## config.mk

```make
export PLATFORM = sky130hd
export DESIGN_NAME = multicycle_controller
export DESIGN_NICKNAME = d
export VERILOG_FILES = /design/src/rtl/riscv_ctrl_pkg.sv /design/src/rtl/alu_decoder.sv /design/src/rtl/multicycle_controller.sv
export SDC_FILE = /design/constraint.sdc
export NUM_CORES = 1
export LEC_CHECK = 0
export CAP_MARGIN = 40
export CELL_PAD_IN_SITES_DETAIL_PLACEMENT = 0
export CELL_PAD_IN_SITES_GLOBAL_PLACEMENT = 1
export CORE_MARGIN = 2
export CORE_UTILIZATION = 25
export CTS_CLUSTER_SIZE = 24
export DETAILED_ROUTE_END_ITERATION = 8
export PLACE_DENSITY = 0.83
export SKIP_CTS_REPAIR_TIMING = 1
export SLEW_MARGIN = 20
export SYNTH_ARGS = -nofsm -noshare
export SYNTH_HDL_FRONTEND = slang
export SYNTH_SLANG_ARGS = --single-unit
export TNS_END_PERCENT = 30
```

## constraint.sdc

```tcl
create_clock -name clk -period 2.93 [get_ports clk]
set_input_delay 0.7325 -clock clk [delete_from_list [all_inputs] [get_ports clk]]
set_output_delay 0.7325 -clock clk [all_outputs]
set_load 0.01 [all_outputs]
```

## src/rtl/riscv_ctrl_pkg.sv

```systemverilog
// Shared encodings for the multicycle RISC-V control path: opcodes, mux selects,
// ALU/immediate codes, FSM states and the bundled control word.
package riscv_ctrl_pkg;

  localparam logic [6:0] OP_R    = 7'b0110011;
  localparam logic [6:0] OP_I    = 7'b0010011;
  localparam logic [6:0] OP_LW   = 7'b0000011;
  localparam logic [6:0] OP_SW   = 7'b0100011;
  localparam logic [6:0] OP_BR   = 7'b1100011;
  localparam logic [6:0] OP_JAL  = 7'b1101111;
  localparam logic [6:0] OP_JALR = 7'b1100111;
  localparam logic [6:0] OP_LUI  = 7'b0110111;

  localparam logic [1:0] SRCA_PC    = 2'b00;
  localparam logic [1:0] SRCA_OLDPC = 2'b01;
  localparam logic [1:0] SRCA_RD1   = 2'b10;
  localparam logic [1:0] SRCB_RD2   = 2'b00;
  localparam logic [1:0] SRCB_IMM   = 2'b01;
  localparam logic [1:0] SRCB_FOUR  = 2'b10;
  localparam logic [1:0] RES_ALUOUT = 2'b00;
  localparam logic [1:0] RES_MDR    = 2'b01;
  localparam logic [1:0] RES_ALU    = 2'b10;
  localparam logic [1:0] RES_IMM    = 2'b11;

  typedef enum logic [2:0] {
    ALU_ADD  = 3'b000,
    ALU_SUB  = 3'b001,
    ALU_AND  = 3'b010,
    ALU_OR   = 3'b011,
    ALU_SLT  = 3'b100,
    ALU_SLTU = 3'b101,
    ALU_XOR  = 3'b110
  } aluop_t;

  typedef enum logic [2:0] {
    EXT_I = 3'b000,
    EXT_S = 3'b001,
    EXT_B = 3'b010,
    EXT_U = 3'b011,
    EXT_J = 3'b100
  } ext_t;

  typedef enum logic [3:0] {
    S_FETCH, S_DECODE, S_EXEC_R, S_EXEC_I, S_MEM_ADDR, S_MEM_READ, S_MEM_WB,
    S_MEM_WRITE, S_ALU_WB, S_BRANCH, S_JAL, S_JALR, S_LUI, S_TRAP
  } state_t;

  typedef struct packed {
    logic       pcwrite;
    logic       adrsrc;
    logic       memwrite;
    logic       irwrite;
    logic       regwrite;
    logic [1:0] alusrca;
    logic [1:0] alusrcb;
    logic [1:0] resultsrc;
    aluop_t     aluop;
    ext_t       extend_func;
    logic       illegal;
  } ctrl_t;

endpackage

```

## src/rtl/alu_decoder.sv

```systemverilog
// Maps the current state and funct fields to an ALU operation; flags funct
// encodings this core does not implement. Purely combinational.
module alu_decoder
  import riscv_ctrl_pkg::*;
(
  input  state_t     state,
  input  logic       func7_5,
  input  logic [2:0] func3,
  output aluop_t     aluop,
  output logic       illegal
);

  always_comb begin
    aluop   = ALU_ADD;
    illegal = 1'b0;
    case (state)
      S_EXEC_R: begin
        case ({func7_5, func3})
          4'b0000: aluop = ALU_ADD;
          4'b1000: aluop = ALU_SUB;
          4'b0111: aluop = ALU_AND;
          4'b0110: aluop = ALU_OR;
          4'b0010: aluop = ALU_SLT;
          4'b0011: aluop = ALU_SLTU;
          default: illegal = 1'b1;
        endcase
      end
      S_EXEC_I: begin
        case (func3)
          3'b000:  aluop = ALU_ADD;
          3'b100:  aluop = ALU_XOR;
          3'b110:  aluop = ALU_OR;
          3'b111:  aluop = ALU_AND;
          3'b010:  aluop = ALU_SLT;
          3'b011:  aluop = ALU_SLTU;
          default: illegal = 1'b1;
        endcase
      end
      S_BRANCH: begin
        aluop = ALU_SUB;
        case (func3)
          3'b000, 3'b001, 3'b100, 3'b101: illegal = 1'b0;
          default:                        illegal = 1'b1;
        endcase
      end
      default: ;
    endcase
  end

endmodule

```

## src/rtl/multicycle_controller.sv

```systemverilog
// Multicycle RISC-V control FSM: Moore decode of state, with memory strobes gated
// by mem_ready and branch pcwrite from the compare flags; stalls in FETCH/MEM_* until mem_ready.
module multicycle_controller
  import riscv_ctrl_pkg::*;
(
  input  logic       clk,
  input  logic       rst,
  input  logic [6:0] op,
  input  logic [2:0] func3,
  input  logic [6:0] func7,
  input  logic       ZERO,
  input  logic       neg,
  input  logic       mem_ready,
  output logic       pcwrite,
  output logic       adrsrc,
  output logic       memwrite,
  output logic       irwrite,
  output logic       regwrite,
  output logic [1:0] alusrca,
  output logic [1:0] alusrcb,
  output logic [1:0] resultsrc,
  output logic [2:0] aluop,
  output logic [2:0] extend_func,
  output logic       illegal
);

  state_t state;
  aluop_t dec_aluop;
  logic   dec_illegal;
  logic   taken;
  ctrl_t  ctl;
  logic   unused_func7;

  assign unused_func7 = ^{func7[6], func7[4:0]};

  alu_decoder u_alu_decoder (
    .state   (state),
    .func7_5 (func7[5]),
    .func3   (func3),
    .aluop   (dec_aluop),
    .illegal (dec_illegal)
  );

  always_comb begin
    case (func3)
      3'b000:  taken = ZERO;
      3'b001:  taken = !ZERO;
      3'b100:  taken = neg;
      3'b101:  taken = !neg;
      default: taken = 1'b0;
    endcase
  end

  always_ff @(posedge clk or negedge rst) begin
    if (!rst) begin
      state <= S_FETCH;
    end else begin
      case (state)
        S_FETCH:     if (mem_ready) state <= S_DECODE;
        S_DECODE: begin
          case (op)
            OP_R:         state <= S_EXEC_R;
            OP_I:         state <= S_EXEC_I;
            OP_LW, OP_SW: state <= S_MEM_ADDR;
            OP_BR:        state <= S_BRANCH;
            OP_JAL:       state <= S_JAL;
            OP_JALR:      state <= S_JALR;
            OP_LUI:       state <= S_LUI;
            default:      state <= S_TRAP;
          endcase
        end
        S_EXEC_R, S_EXEC_I: state <= dec_illegal ? S_TRAP : S_ALU_WB;
        S_MEM_ADDR:  state <= (op == OP_SW) ? S_MEM_WRITE : S_MEM_READ;
        S_MEM_READ:  if (mem_ready) state <= S_MEM_WB;
        S_MEM_WRITE: if (mem_ready) state <= S_FETCH;
        S_MEM_WB, S_ALU_WB, S_LUI: state <= S_FETCH;
        S_BRANCH:    state <= dec_illegal ? S_TRAP : S_FETCH;
        // JALR redirects the PC, then JAL recomputes oldPC+4 for the link write.
        S_JALR:      state <= S_JAL;
        S_JAL:       state <= S_ALU_WB;
        S_TRAP:      state <= S_TRAP;
        default:     state <= S_TRAP;
      endcase
    end
  end

  always_comb begin
    ctl       = '0;
    ctl.aluop = dec_aluop;
    case (state)
      S_FETCH: begin
        ctl.alusrcb   = SRCB_FOUR;
        ctl.resultsrc = RES_ALU;
        ctl.irwrite   = mem_ready;
        ctl.pcwrite   = mem_ready;
      end
      S_DECODE: begin
        ctl.alusrca     = SRCA_OLDPC;
        ctl.alusrcb     = SRCB_IMM;
        ctl.extend_func = (op == OP_JAL) ? EXT_J : EXT_B;
      end
      S_EXEC_R: begin
        ctl.alusrca = SRCA_RD1;
        ctl.alusrcb = SRCB_RD2;
      end
      S_EXEC_I: begin
        ctl.alusrca     = SRCA_RD1;
        ctl.alusrcb     = SRCB_IMM;
        ctl.extend_func = EXT_I;
      end
      S_MEM_ADDR: begin
        ctl.alusrca     = SRCA_RD1;
        ctl.alusrcb     = SRCB_IMM;
        ctl.extend_func = (op == OP_SW) ? EXT_S : EXT_I;
      end
      S_MEM_READ: ctl.adrsrc = 1'b1;
      S_MEM_WB: begin
        ctl.resultsrc = RES_MDR;
        ctl.regwrite  = 1'b1;
      end
      S_MEM_WRITE: begin
        ctl.adrsrc   = 1'b1;
        ctl.memwrite = mem_ready;
      end
      S_ALU_WB: begin
        ctl.resultsrc = RES_ALUOUT;
        ctl.regwrite  = 1'b1;
      end
      S_BRANCH: begin
        ctl.alusrca   = SRCA_RD1;
        ctl.alusrcb   = SRCB_RD2;
        ctl.resultsrc = RES_ALUOUT;
        ctl.pcwrite   = taken && !dec_illegal;
      end
      S_JAL: begin
        ctl.alusrca   = SRCA_OLDPC;
        ctl.alusrcb   = SRCB_FOUR;
        ctl.resultsrc = RES_ALUOUT;
        ctl.pcwrite   = 1'b1;
      end
      S_JALR: begin
        ctl.alusrca     = SRCA_RD1;
        ctl.alusrcb     = SRCB_IMM;
        ctl.extend_func = EXT_I;
        ctl.resultsrc   = RES_ALU;
        ctl.pcwrite     = 1'b1;
      end
      S_LUI: begin
        ctl.extend_func = EXT_U;
        ctl.resultsrc   = RES_IMM;
        ctl.regwrite    = 1'b1;
      end
      S_TRAP:  ctl.illegal = 1'b1;
      default: ;
    endcase
    // Outputs are quiet for the whole reset assertion, not just after the next edge.
    if (!rst) ctl = '0;
  end

  assign pcwrite     = ctl.pcwrite;
  assign adrsrc      = ctl.adrsrc;
  assign memwrite    = ctl.memwrite;
  assign irwrite     = ctl.irwrite;
  assign regwrite    = ctl.regwrite;
  assign alusrca     = ctl.alusrca;
  assign alusrcb     = ctl.alusrcb;
  assign resultsrc   = ctl.resultsrc;
  assign aluop       = ctl.aluop;
  assign extend_func = ctl.extend_func;
  assign illegal     = ctl.illegal;

endmodule

```

== After elaboration in Yosys (flattened, before gate mapping) ==
Cells that the tools add are included.
Operators by class
  multiplexer cells: 29
  reductions and logical operators: 21
  add/sub/neg operators: 0
  bitwise gates (word level): 0
  eq/ne operators: 36
  shifts and indexed selects: 0
  magnitude comparators: 0
  div/mod/pow operators: 0
  multipliers: 0
Operators with widths (number)
  $pmux W4 S10: 1
  $pmux W3 S5: 2
  $eq A4 B4 Y1 const B: 7
  $pmux W4 S7: 1
  $eq A4 B3 Y1 const B: 6
  $eq A7 B6 Y1 const B: 3
  $eq A7 B7 Y1 const B: 3
  $mux W18: 1
  $pmux W3 S3: 2
  $eq A4 B2 Y1 const B: 4
  $mux W4: 4
  $reduce_or A2 Y1: 7
  $eq A3 B3 Y1 const B: 4
  $reduce_or A6 Y1: 2
  $mux W1: 9
  $logic_not A4 Y1: 2
  $pmux W2 S2: 2
  $reduce_or A4 Y1: 2
  $eq A7 B2 Y1 const B: 1
  $eq A7 B5 Y1 const B: 1
  $eq A3 B2 Y1 const B: 2
  $mux W3: 2
  $ne A2 B2 Y1 const B: 3
  $pmux W1 S3: 2
  other kinds (11): 13
Storage, ports and cells
  bits of input ports: 22
  output and inout port bits: 18
  latch bits: 0
  memories: 0
  bits in writable memories: 0
  register bits after elaboration: 4
  word-level logic and storage cells: 87
  ROM bits: 0

== Longest topological paths before layout ==
Gate-level depths: netlist of the first run.
  depth after elaboration: 8
  gate-level depth with buffers: 6
  mapped depth without buffers: 5

== Cells and area by module ==
From an unflattened synthesis of the first run, not the netlist that was laid out.
Second synthesis, totals
  cell total of the unflattened synthesis: 129
  area, all modules: 955.9 µm²
By module, submodules not included
  multicycle_controller: cells an instance 108, seq. area each 100.1 µm², instances 1, area each 807.0 µm²
  alu_decoder: cells an instance 21, seq. area each 0.0 µm², instances 1, area each 148.9 µm²

== Worst setup path before layout of the first run ==
OpenSTA, ideal clock, no wires.
  path type: input to output
  start: input func3[2]
  end: output aluop[0]
  path buffers: 1
  stages: 6
  data arrival time: 1.672 ns
  setup slack: 0.526 ns
  required time: 2.197 ns
  cells stage by stage: buf_6 or3_4 nor2_1 a31oi_1 o22a_1 nor2_1
On the way
  word-level cells in the longest chain between the ends: 4
  elaborated cells between the ends (all ways): 14
  classes of those cells: 10 x eq/ne; 4 x mux
RTL lines
  start: declaration: line multicycle_controller.sv:9  | input logic [2:0] func3,
  $eq A4 B2 Y1, or another cell as far along: line alu_decoder.sv:18  | case ({func7_5, func3})
  $pmux W3 S5 (on tied branches): line alu_decoder.sv:18, alu_decoder.sv:29
  $pmux W3 S3 *: line alu_decoder.sv:16  | case (state)
  $mux W18 *: line multicycle_controller.sv:157  | if (!rst) ctl = '0;
  end: declaration: line multicycle_controller.sv:22  | output logic [2:0] aluop,
Mark *: on every way between the ends. The rest lies on a longest branch, timed or not.

== Worst setup path in the final report of the first run ==
  start: input func3[1]
  end: output aluop[1]
Same word-level chain as after synthesis.

==> results of run 1 <==
## power breakdown
group	switching [W]	internal (W)
logic	0.000319	0.000311
clock network	0.0000210	0.0000457
registers	0.0000933	0.0000814
total	0.000433	0.000438
## cells in the mapped netlist, types with 2 or more instances
cell type  count  area [sq um]
nor2_1        17          63.8
a21oi_1       14          70.1
nand2_1       12          45.0
nor3_1         8          40.0
a31oi_1        7          43.8
inv_1          6          22.5
dfrtp_1        4           100
nand2b_1       4          25.0
nand3_1        4          20.0
o21ai_0        4          20.0
mux2i_1        3          30.0
a211oi_1       2          15.0
and2_1         2          12.5
and4_1         2          17.5
buf_2          2          10.0
buf_4          2          15.0
nor2b_1        2          12.5
o22ai_1        2          12.5
xnor2_1        2          17.5
## path summary, 6_finish.rpt
| path | startpoint | to | cells after the start |
|---|---|---|---|
| hold reg to reg | state[0] | state[3] | 2 |
| setup reg to reg | state[3] | state[0] | 5 |
| setup / recovery | func3[1] | aluop[1] | 5 |
| hold / removal | rst | state[2] | 2 |
| max in group asynchronous | rst | state[1] | 2 |
| min in group clk | state[0] | state[3] | 2 |
## metal layers
layer,part of all wire,vias to the layer above,routed length (um)
met4,0,0,0
met5,0,-,0
met3,0.039,0,97
met1,0.46,485,1150
li1,-,543,-
met2,0.50,26,1250
## per-stage QoR
stage / instance area (sq um) / utilization / hold slack, ns / total power, W
after global placement: 1280 / 0.425 / 0.712 / 0.000788
after floorplan: 774 / - / 0.437 / 0.000559
after global routing: 1340 / 0.446 / 0.549 / 0.000946
final: 1340 / 0.446 / 0.526 / 0.000872
after CTS: 1300 / 0.433 / 0.715 / 0.000868
after detailed placement: 1280 / 0.425 / 0.709 / 0.000795
## layout make-up
cell class,count,share of cell area
timing repair buffer,58,0.401
multi-input combinational,102,0.459
sequential,4,0.0747
tap,33,0.0308
inverter,6,0.0168
clock buffer,3,0.0168
## cells by family after synthesis
| kind of cell | share of synthesized area |
|---|---|
| and+or+nand+nor | 0.441 |
| AOI/OAI and AO/OA | 0.263 |
| buffers and inverters | 0.0937 |
| DFF | 0.129 |
| xor gates and xnor gates | 0.0339 |
| muxes | 0.0388 |
==> flow_metrics.env, run 1 <==
export IMPL_finalMaxSlewViolations=0
export IMPL_final_min_clock_period_ns=3.10
export IMPL_cpLargestDelayFamily="buffers and inverters"
export IMPL_crit_path_max_incr_delay_ns=0.55
export IMPL_hold_violations=0
export IMPL_synth_warnings=0
export IMPL_worst_pin_slew_ns=0.602
export IMPL_vias_per_cell=5.12
export IMPL_core_area_sq_um=3000
export IMPL_clkSlewWorstSetupHoldPaths_ns=0.04
export IMPL_remaining_drc_errors=0
export IMPL_cts_made_buffers=3
export IMPL_synth_edff_count=0
export IMPL_drt_first_pass_iters=4
export IMPL_clk_latency_ns=0.23
export IMPL_synth_seq_cells=4
export IMPL_path_common_cell="clkdlybuf4s50_1"
export IMPL_clock_sinks=4
export IMPL_violations="setup timing"
export IMPL_leakagePower_nw=0.707
export IMPL_drt_iter0_drc=26
export IMPL_wl_um=2500
export IMPL_syn_mean_instance_area_sq_um=6.56
export IMPL_met3_usage=0.00866
export IMPL_final_cells=206
export IMPL_multi_input_area_sq_um=616
export IMPL_clock_path_buffers=2
export IMPL_ant_nets=0
export IMPL_grt_pass1_wl_um=4110
export IMPL_overflow=0
export IMPL_die_y_um=59.7
export IMPL_yosysSeqAreaShare=0.129
export IMPL_max_slew_margin=0.599
export IMPL_min_period_over_period=1.06
export IMPL_nets=197
export IMPL_io_pins=40
export IMPL_grt_max_degree=17
export IMPL_synth_area_sq_um=774
export IMPL_worstPathMaxFanout=6
export IMPL_portBuffers=33
export IMPL_final_setup_viol_count=1
export IMPL_crit_path_end_kind="primary output"
export IMPL_path_class="input port to primary output"
export IMPL_syn_inst=118
export IMPL_max_freq_ghz=0.322
export IMPL_status="finished, violations left"
export IMPL_dpl_worst_slack_ns=-0.360
export IMPL_cp_slowest_cell="clkdlybuf4s50_1"
export IMPL_track_usage=0.145
export IMPL_syn_nets=140
export IMPL_wl_per_cell_um=12.1
export IMPL_setup_ws_ns=-0.172
export IMPL_n_antenna_cell=0
export IMPL_dieArea_sq_um=3560
export IMPL_grtUsageMet1=0.193
export IMPL_start_util=0.258
export IMPL_regArea_sq_um=100
export IMPL_r2r_slack_ns=1.19
export IMPL_vias=1054
export IMPL_top_usage_layer="met2"
export IMPL_gp_congestion=0.835
export IMPL_arrival_ns=2.37
export IMPL_irDropWorstVdd_mv=0.393
export IMPL_powerDensity_nw_per_um2=650
export IMPL_met2_usage=0.250
export IMPL_antenna_found_initial=0
export IMPL_cp_cell_sequence="clkdlybuf4s50_1 -> buf_4 -> or2b_2 -> a21oi_1 -> clkdlybuf4s50_1"
export IMPL_fin_worst_skew_ns=0.0000856
export IMPL_area_growth_pct=73.0
export IMPL_cts_tree="built"
export IMPL_largest_reg_flops=4
export IMPL_synth_ff_type="dfrtp_1"
export IMPL_placedCellCount=202
export IMPL_drive_gt1_frac=0.237
export IMPL_die_w_um=59.7
export IMPL_ys_types=38
export IMPL_reg_largest_list="state: 4 flops"
export IMPL_regMostFlops="state"
export IMPL_required_ns=2.20
export IMPL_num_rows=20
export IMPL_fillers=313
export IMPL_final_cell_mix="25 x buf_4, 22 x clkdlybuf4s50_1, 14 x nor2_1"
export IMPL_grt_pass1_vias=1007
export IMPL_hp_class="input port to async pin"
export IMPL_dpl_hpwl_um=1990
export IMPL_cap_violations=0
export IMPL_mostFrequentLayoutCell="buf_4"
export IMPL_fin_setup_tns_ns=-0.172
export IMPL_ctsRootBufferMaster="clkbuf_4"
export IMPL_h_tree_depth=1
export IMPL_critPathBufInv=3
export IMPL_synthArstFlopShare=1.00
export IMPL_critPathLaunchType="input port"
export IMPL_rsz0062_at_grt="true"
(Power assumes the default switching activity.)
==> inputs of run 2 (changes only) <==
- CTS_BUF_LIST: default -> sky130_fd_sc_hd__clkbuf_8 sky130_fd_sc_hd__clkbuf_16
==> run 2 against run 1 <==
- the run still ends with setup timing left
- first-iteration DRC count did not move
- utilization is 0.54 points higher
- register-to-register slack about the same
- sequential share of layout area down 0.090 points
- total power rose by 5.1%
- non-clock buffer count did not move
- clock skew about the same
- critical path type unchanged
- largest cell class unchanged
- largest power group unchanged
==> flow_metrics.env, run 2 (synthesis results as in run 1) <==
export IMPL_status="finished, violations left"
export IMPL_violations="setup timing"
export IMPL_crit_path_end_kind="primary output"
export IMPL_worstSetupStartpoint="func3[1]"
export IMPL_vias=1063
export IMPL_die_y_um=59.7
export IMPL_worstPathMaxFanout=6
export IMPL_fin_worst_skew_ns=0.000483
export IMPL_wl_um=2520
export IMPL_core_area_sq_um=3000
export IMPL_holdWs_ns=0.547
export IMPL_nets=197
export IMPL_cp_slowest_cell="clkdlybuf4s50_1"
export IMPL_hp_class="input port to async pin"
export IMPL_clock_path_buffers=2
export IMPL_ctsRootBufferMaster="clkbuf_8"
export IMPL_final_min_clock_period_ns=3.10
export IMPL_placedCellCount=202
export IMPL_r2r_start="state[3]"
export IMPL_crit_path_max_incr_delay_ns=0.55
export IMPL_h_tree_depth=1
export IMPL_worst_pin_slew_ns=0.596
export IMPL_reg_largest_list="state: 4 flops"
export IMPL_grt_pass1_vias=1007
export IMPL_final_setup_viol_count=1
export IMPL_seq_power_share=0.188
export IMPL_drt_iter0_drc=26
export IMPL_ff2ff_path_depth=5
export IMPL_track_usage=0.146
export IMPL_path_class="input port to primary output"
export IMPL_critPathLaunchType="input port"
export IMPL_dpl_worst_slack_ns=-0.360
export IMPL_powerDensity_nw_per_um2=675
export IMPL_p_clk_frac=0.125
export IMPL_mostFrequentLayoutCell="buf_4"
export IMPL_min_period_over_period=1.06
export IMPL_remaining_drc_errors=0
export IMPL_swShare=0.477
export IMPL_internal_power_w=0.000479
export IMPL_finalMaxSlewViolations=0
export IMPL_clkSlewWorstSetupHoldPaths_ns=0.03
export IMPL_cts_tree="built"
export IMPL_path_common_cell="clkdlybuf4s50_1"
export IMPL_comb_power_share=0.686
export IMPL_hold_violations=0
export IMPL_gp_congestion=0.835
export IMPL_dieArea_sq_um=3560
export IMPL_clk_latency_ns=0.21
export IMPL_rsz0062_at_grt="true"
export IMPL_max_freq_ghz=0.322
export IMPL_setup_ws_ns=-0.172
export IMPL_ant_nets=0
export IMPL_final_cell_mix="25 x buf_4, 22 x clkdlybuf4s50_1, 15 x nor2_1"
export IMPL_antenna_found_initial=0
export IMPL_cts_made_buffers=3
export IMPL_die_w_um=59.7
export IMPL_final_cells=206
export IMPL_vias_per_cell=5.16
export IMPL_required_ns=2.20
export IMPL_arrival_ns=2.37
export IMPL_start_util=0.258
export IMPL_portBuffers=33
export IMPL_overflow=0
export IMPL_io_pins=40
export IMPL_total_power_w=0.000916
export IMPL_p_sw_w=0.000437
export IMPL_grt_max_degree=17
export IMPL_regMostFlops="state"
export IMPL_area_growth_pct=75.1
export IMPL_dpl_hpwl_um=1990
export IMPL_drive_gt1_frac=0.231
export IMPL_wl_per_cell_um=12.2
export IMPL_grt_pass1_wl_um=4120
export IMPL_max_slew_margin=0.603
export IMPL_fin_setup_tns_ns=-0.172
export IMPL_n_antenna_cell=0
export IMPL_irDropWorstVdd_mv=0.391
export IMPL_drt_first_pass_iters=4
export IMPL_clock_sinks=4
export IMPL_cp_cell_sequence="clkdlybuf4s50_1 -> buf_4 -> or2b_2 -> a21oi_1 -> clkdlybuf4s50_1"
export IMPL_num_rows=20
export IMPL_cap_violations=0
export IMPL_largest_reg_flops=4
export IMPL_leakagePower_nw=0.715
## run 2: cell counts in the layout (fill, tap and decap cells not counted)
Identical to the previous run, type by type.
## run 2: metrics by stage
step	instance area [sq um]	utilization
after global placement	1280	0.425
after CTS	1320	0.439
final	1360	0.452
after global routing	1360	0.452
after detailed placement	1280	0.425
after floorplan	774	-
## run 2: routing by layer
metal,share of wire,up-vias,track usage
met3,0.031,2,0.00866
met5,0,-,0
met4,0.0040,0,0.0444
met1,0.47,491,0.194
li1,-,543,-
met2,0.49,27,0.250
## run 2: critical path, delay by kind of cell
| family | cells | cell delay [ns] |
|---|---|---|
| compound gates | 1 | 0.15 |
| simple gates | 1 | 0.32 |
| buf+inv | 3 | 1.16 |
## run 2: cell type report
cell class                 instances  area (sq um)
clock buffer                       3          41.3
fill                             315          1650
inverter                           6          22.5
multi-input combinational        102           613
sequential                         4           100
tap                               33          41.3
timing repair buffer              58           538
## run 2: power by group through the flow
| stage | Combinational (W) | Clock (W) | Sequential [W] |
|---|---|---|---|
| finish | 0.000628 | 0.000115 | 0.000173 |
| global route | 0.000690 | 0.000120 | 0.000180 |
| CTS | 0.000629 | 0.000119 | 0.000168 |
| detailed placement | 0.000626 | 0 | 0.000170 |
| global placement | 0.000620 | 0 | 0.000169 |
| floorplan | 0.000450 | 0 | 0.000109 |
## run 2: path summary, 6_finish.rpt
check | to | slack, ns
max reg2reg | state[0] | 1.20
min reg2reg | state[3] | 0.72
min | state[2] | 0.55
min in group clk | state[3] | 0.72
max in group asynchronous | state[0] | 2.28
max | aluop[1] | -0.17
==> inputs of run 3 (changes only) <==
- clock period: 2.93 -> 3.3 ns (I/O delays scaled with it)
==> run 3 against run 2 <==
- the run still ends with setup timing left
- sequential share of layout area rose by 0.27 points
- clock skew barely moved
- total power is 14% lower
- clock-buffer cell count did not move
- first-iteration DRC count is 15% lower
- flip-flop and latch count stayed put
- critical path depth rose by 2
- critical path type unchanged
- critical endpoint is now extend_func[1]
- largest power group unchanged
==> flow_metrics.env, run 3 (synthesis results as in run 1) <==
export IMPL_die_y_um=59.7
export IMPL_grt_max_degree=17
export IMPL_cts_tree="built"
export IMPL_rsz0062_at_grt="true"
export IMPL_grt_pass1_vias=926
export IMPL_regArea_sq_um=100
export IMPL_dieArea_sq_um=3560
export IMPL_violations="setup timing"
export IMPL_wl_um=2470
export IMPL_status="finished, violations left"
export IMPL_dpl_hpwl_um=1950
export IMPL_r2r_start="state[2]"
export IMPL_num_rows=20
export IMPL_clock_path_buffers=2
export IMPL_required_ns=2.47
export IMPL_antenna_found_initial=0
export IMPL_ant_nets=0
export IMPL_clk_latency_ns=0.21
export IMPL_hp_class="input port to async pin"
export IMPL_dpl_worst_slack_ns=-0.178
export IMPL_final_setup_viol_count=1
export IMPL_reg2reg_to="state[1]"
export IMPL_gp_congestion=0.838
export IMPL_final_cell_mix="26 x clkdlybuf4s50_1, 19 x buf_4, 16 x nor2_1"
export IMPL_max_freq_ghz=0.297
export IMPL_h_tree_depth=1
export IMPL_cts_made_buffers=3
export IMPL_start_util=0.258
export IMPL_area_growth_pct=69.0
export IMPL_multi_input_area_sq_um=613
export IMPL_clock_sinks=4
export IMPL_regMostFlops="state"
export IMPL_portBuffers=33
export IMPL_overflow=0
export IMPL_leakagePower_nw=0.645
export IMPL_drt_first_pass_iters=4
export IMPL_drive_gt1_frac=0.198
export IMPL_core_area_sq_um=3000
export IMPL_nets=191
export IMPL_clkSlewWorstSetupHoldPaths_ns=0.03
export IMPL_vias=1039
export IMPL_wl_per_cell_um=12.3
export IMPL_largest_reg_flops=4
export IMPL_worstSetupStartpoint="op[1]"
export IMPL_drt_iter0_drc=22
export IMPL_setup_ws_ns=-0.0619
export IMPL_track_usage=0.142
export IMPL_reg_largest_list="state: 4 flops"
export IMPL_irDropWorstVdd_mv=0.315
export IMPL_worstPathMaxFanout=3
export IMPL_remaining_drc_errors=0
export IMPL_ff2ff_path_depth=6
export IMPL_hold_violations=0
export IMPL_max_slew_margin=0.622
export IMPL_mostFrequentLayoutCell="clkdlybuf4s50_1"
export IMPL_ctsRootBufferMaster="clkbuf_8"
export IMPL_path_class="input port to primary output"
export IMPL_die_w_um=59.7
export IMPL_fin_worst_skew_ns=0.000251
export IMPL_arrival_ns=2.54
export IMPL_min_period_over_period=1.02
export IMPL_grt_pass1_wl_um=3940
export IMPL_fillers=330
export IMPL_final_core_utilization=0.436
export IMPL_finalMaxSlewViolations=0
export IMPL_powerDensity_nw_per_um2=604
export IMPL_n_antenna_cell=0
export IMPL_cap_violations=0
export IMPL_io_pins=40
export IMPL_critPathLaunchType="input port"
export IMPL_crit_path_end_kind="primary output"
export IMPL_final_min_clock_period_ns=3.36
export IMPL_r2r_slack_ns=1.59
export IMPL_worst_pin_slew_ns=0.567
export IMPL_vias_per_cell=5.20
-- run 3: cell types whose count changed in the layout (fill, tap and decap cells not counted) --
cell | previous run | this run
buf_4 | 25 | 19
dlymetal6s2s_1 | 10 | 7
clkdlybuf4s50_1 | 22 | 26
nand2_2 | 0 | 1
nor2_2 | 2 | 1
clkbuf_2 | 1 | 0
nand2_1 | 12 | 11
nor2_1 | 15 | 16
-- run 3: through the flow --
step | total power, W | area [sq um] | TNS [ns] | hold slack (ns) | cells
after floorplan | 0.000496 | 774 | 0 | 0.529 | 118
after global placement | 0.000679 | 1240 | -0.518 | 0.837 | 197
after detailed placement | 0.000688 | 1240 | -0.691 | 0.849 | 197
after CTS | 0.000795 | 1280 | -0.728 | 0.856 | 200
after global routing | 0.000871 | 1310 | -0.178 | 0.685 | 200
final | 0.000791 | 1310 | -0.0619 | 0.648 | 200
-- run 3: cell type report --
| class | count | share of cell area |
|---|---|---|
| clock buffer | 3 | 0.0315 |
| inverter | 6 | 0.0172 |
| sequential | 4 | 0.0765 |
| multi-input combinational | 102 | 0.468 |
| timing repair buffer | 52 | 0.375 |
| tap | 33 | 0.0315 |
-- run 3: power by group --
part	switching, W	internal (W)
Sequential	0.0000873	0.0000723
Clock	0.0000242	0.0000777
Combinational	0.000267	0.000262
-- run 3: how the worst max path moves through the flow --
stage / to / slack (ns) / depth (start not counted)
finish: extend_func[1] / -0.06 / 7
detailed placement: aluop[0] / -0.18 / 7
floorplan: aluop[0] / 0.71 / 6
global placement: aluop[0] / -0.18 / 7
CTS: aluop[0] / -0.18 / 7
global route: extend_func[1] / -0.18 / 7
-- run 3: worst max-delay path, stage by stage --
cell and delay, ns:
clkdlybuf4s50_1 0.42, and2_1 0.18, and4_1 0.23, a21oi_2 0.17, a31oi_1 0.05, nor2_1 0.11
clkdlybuf4s50_1 0.54
-- run 3: metal layers --
| layer | routed length (um) | track usage | vias up |
|---|---|---|---|
| met2 | 1250 | 0.228 | 26 |
| met4 | 0 | 0.0381 | 0 |
| met1 | 1100 | 0.203 | 486 |
| met5 | 0 | 0 | - |
| li1 | - | - | 527 |
| met3 | 120 | 0.0108 | 0 |
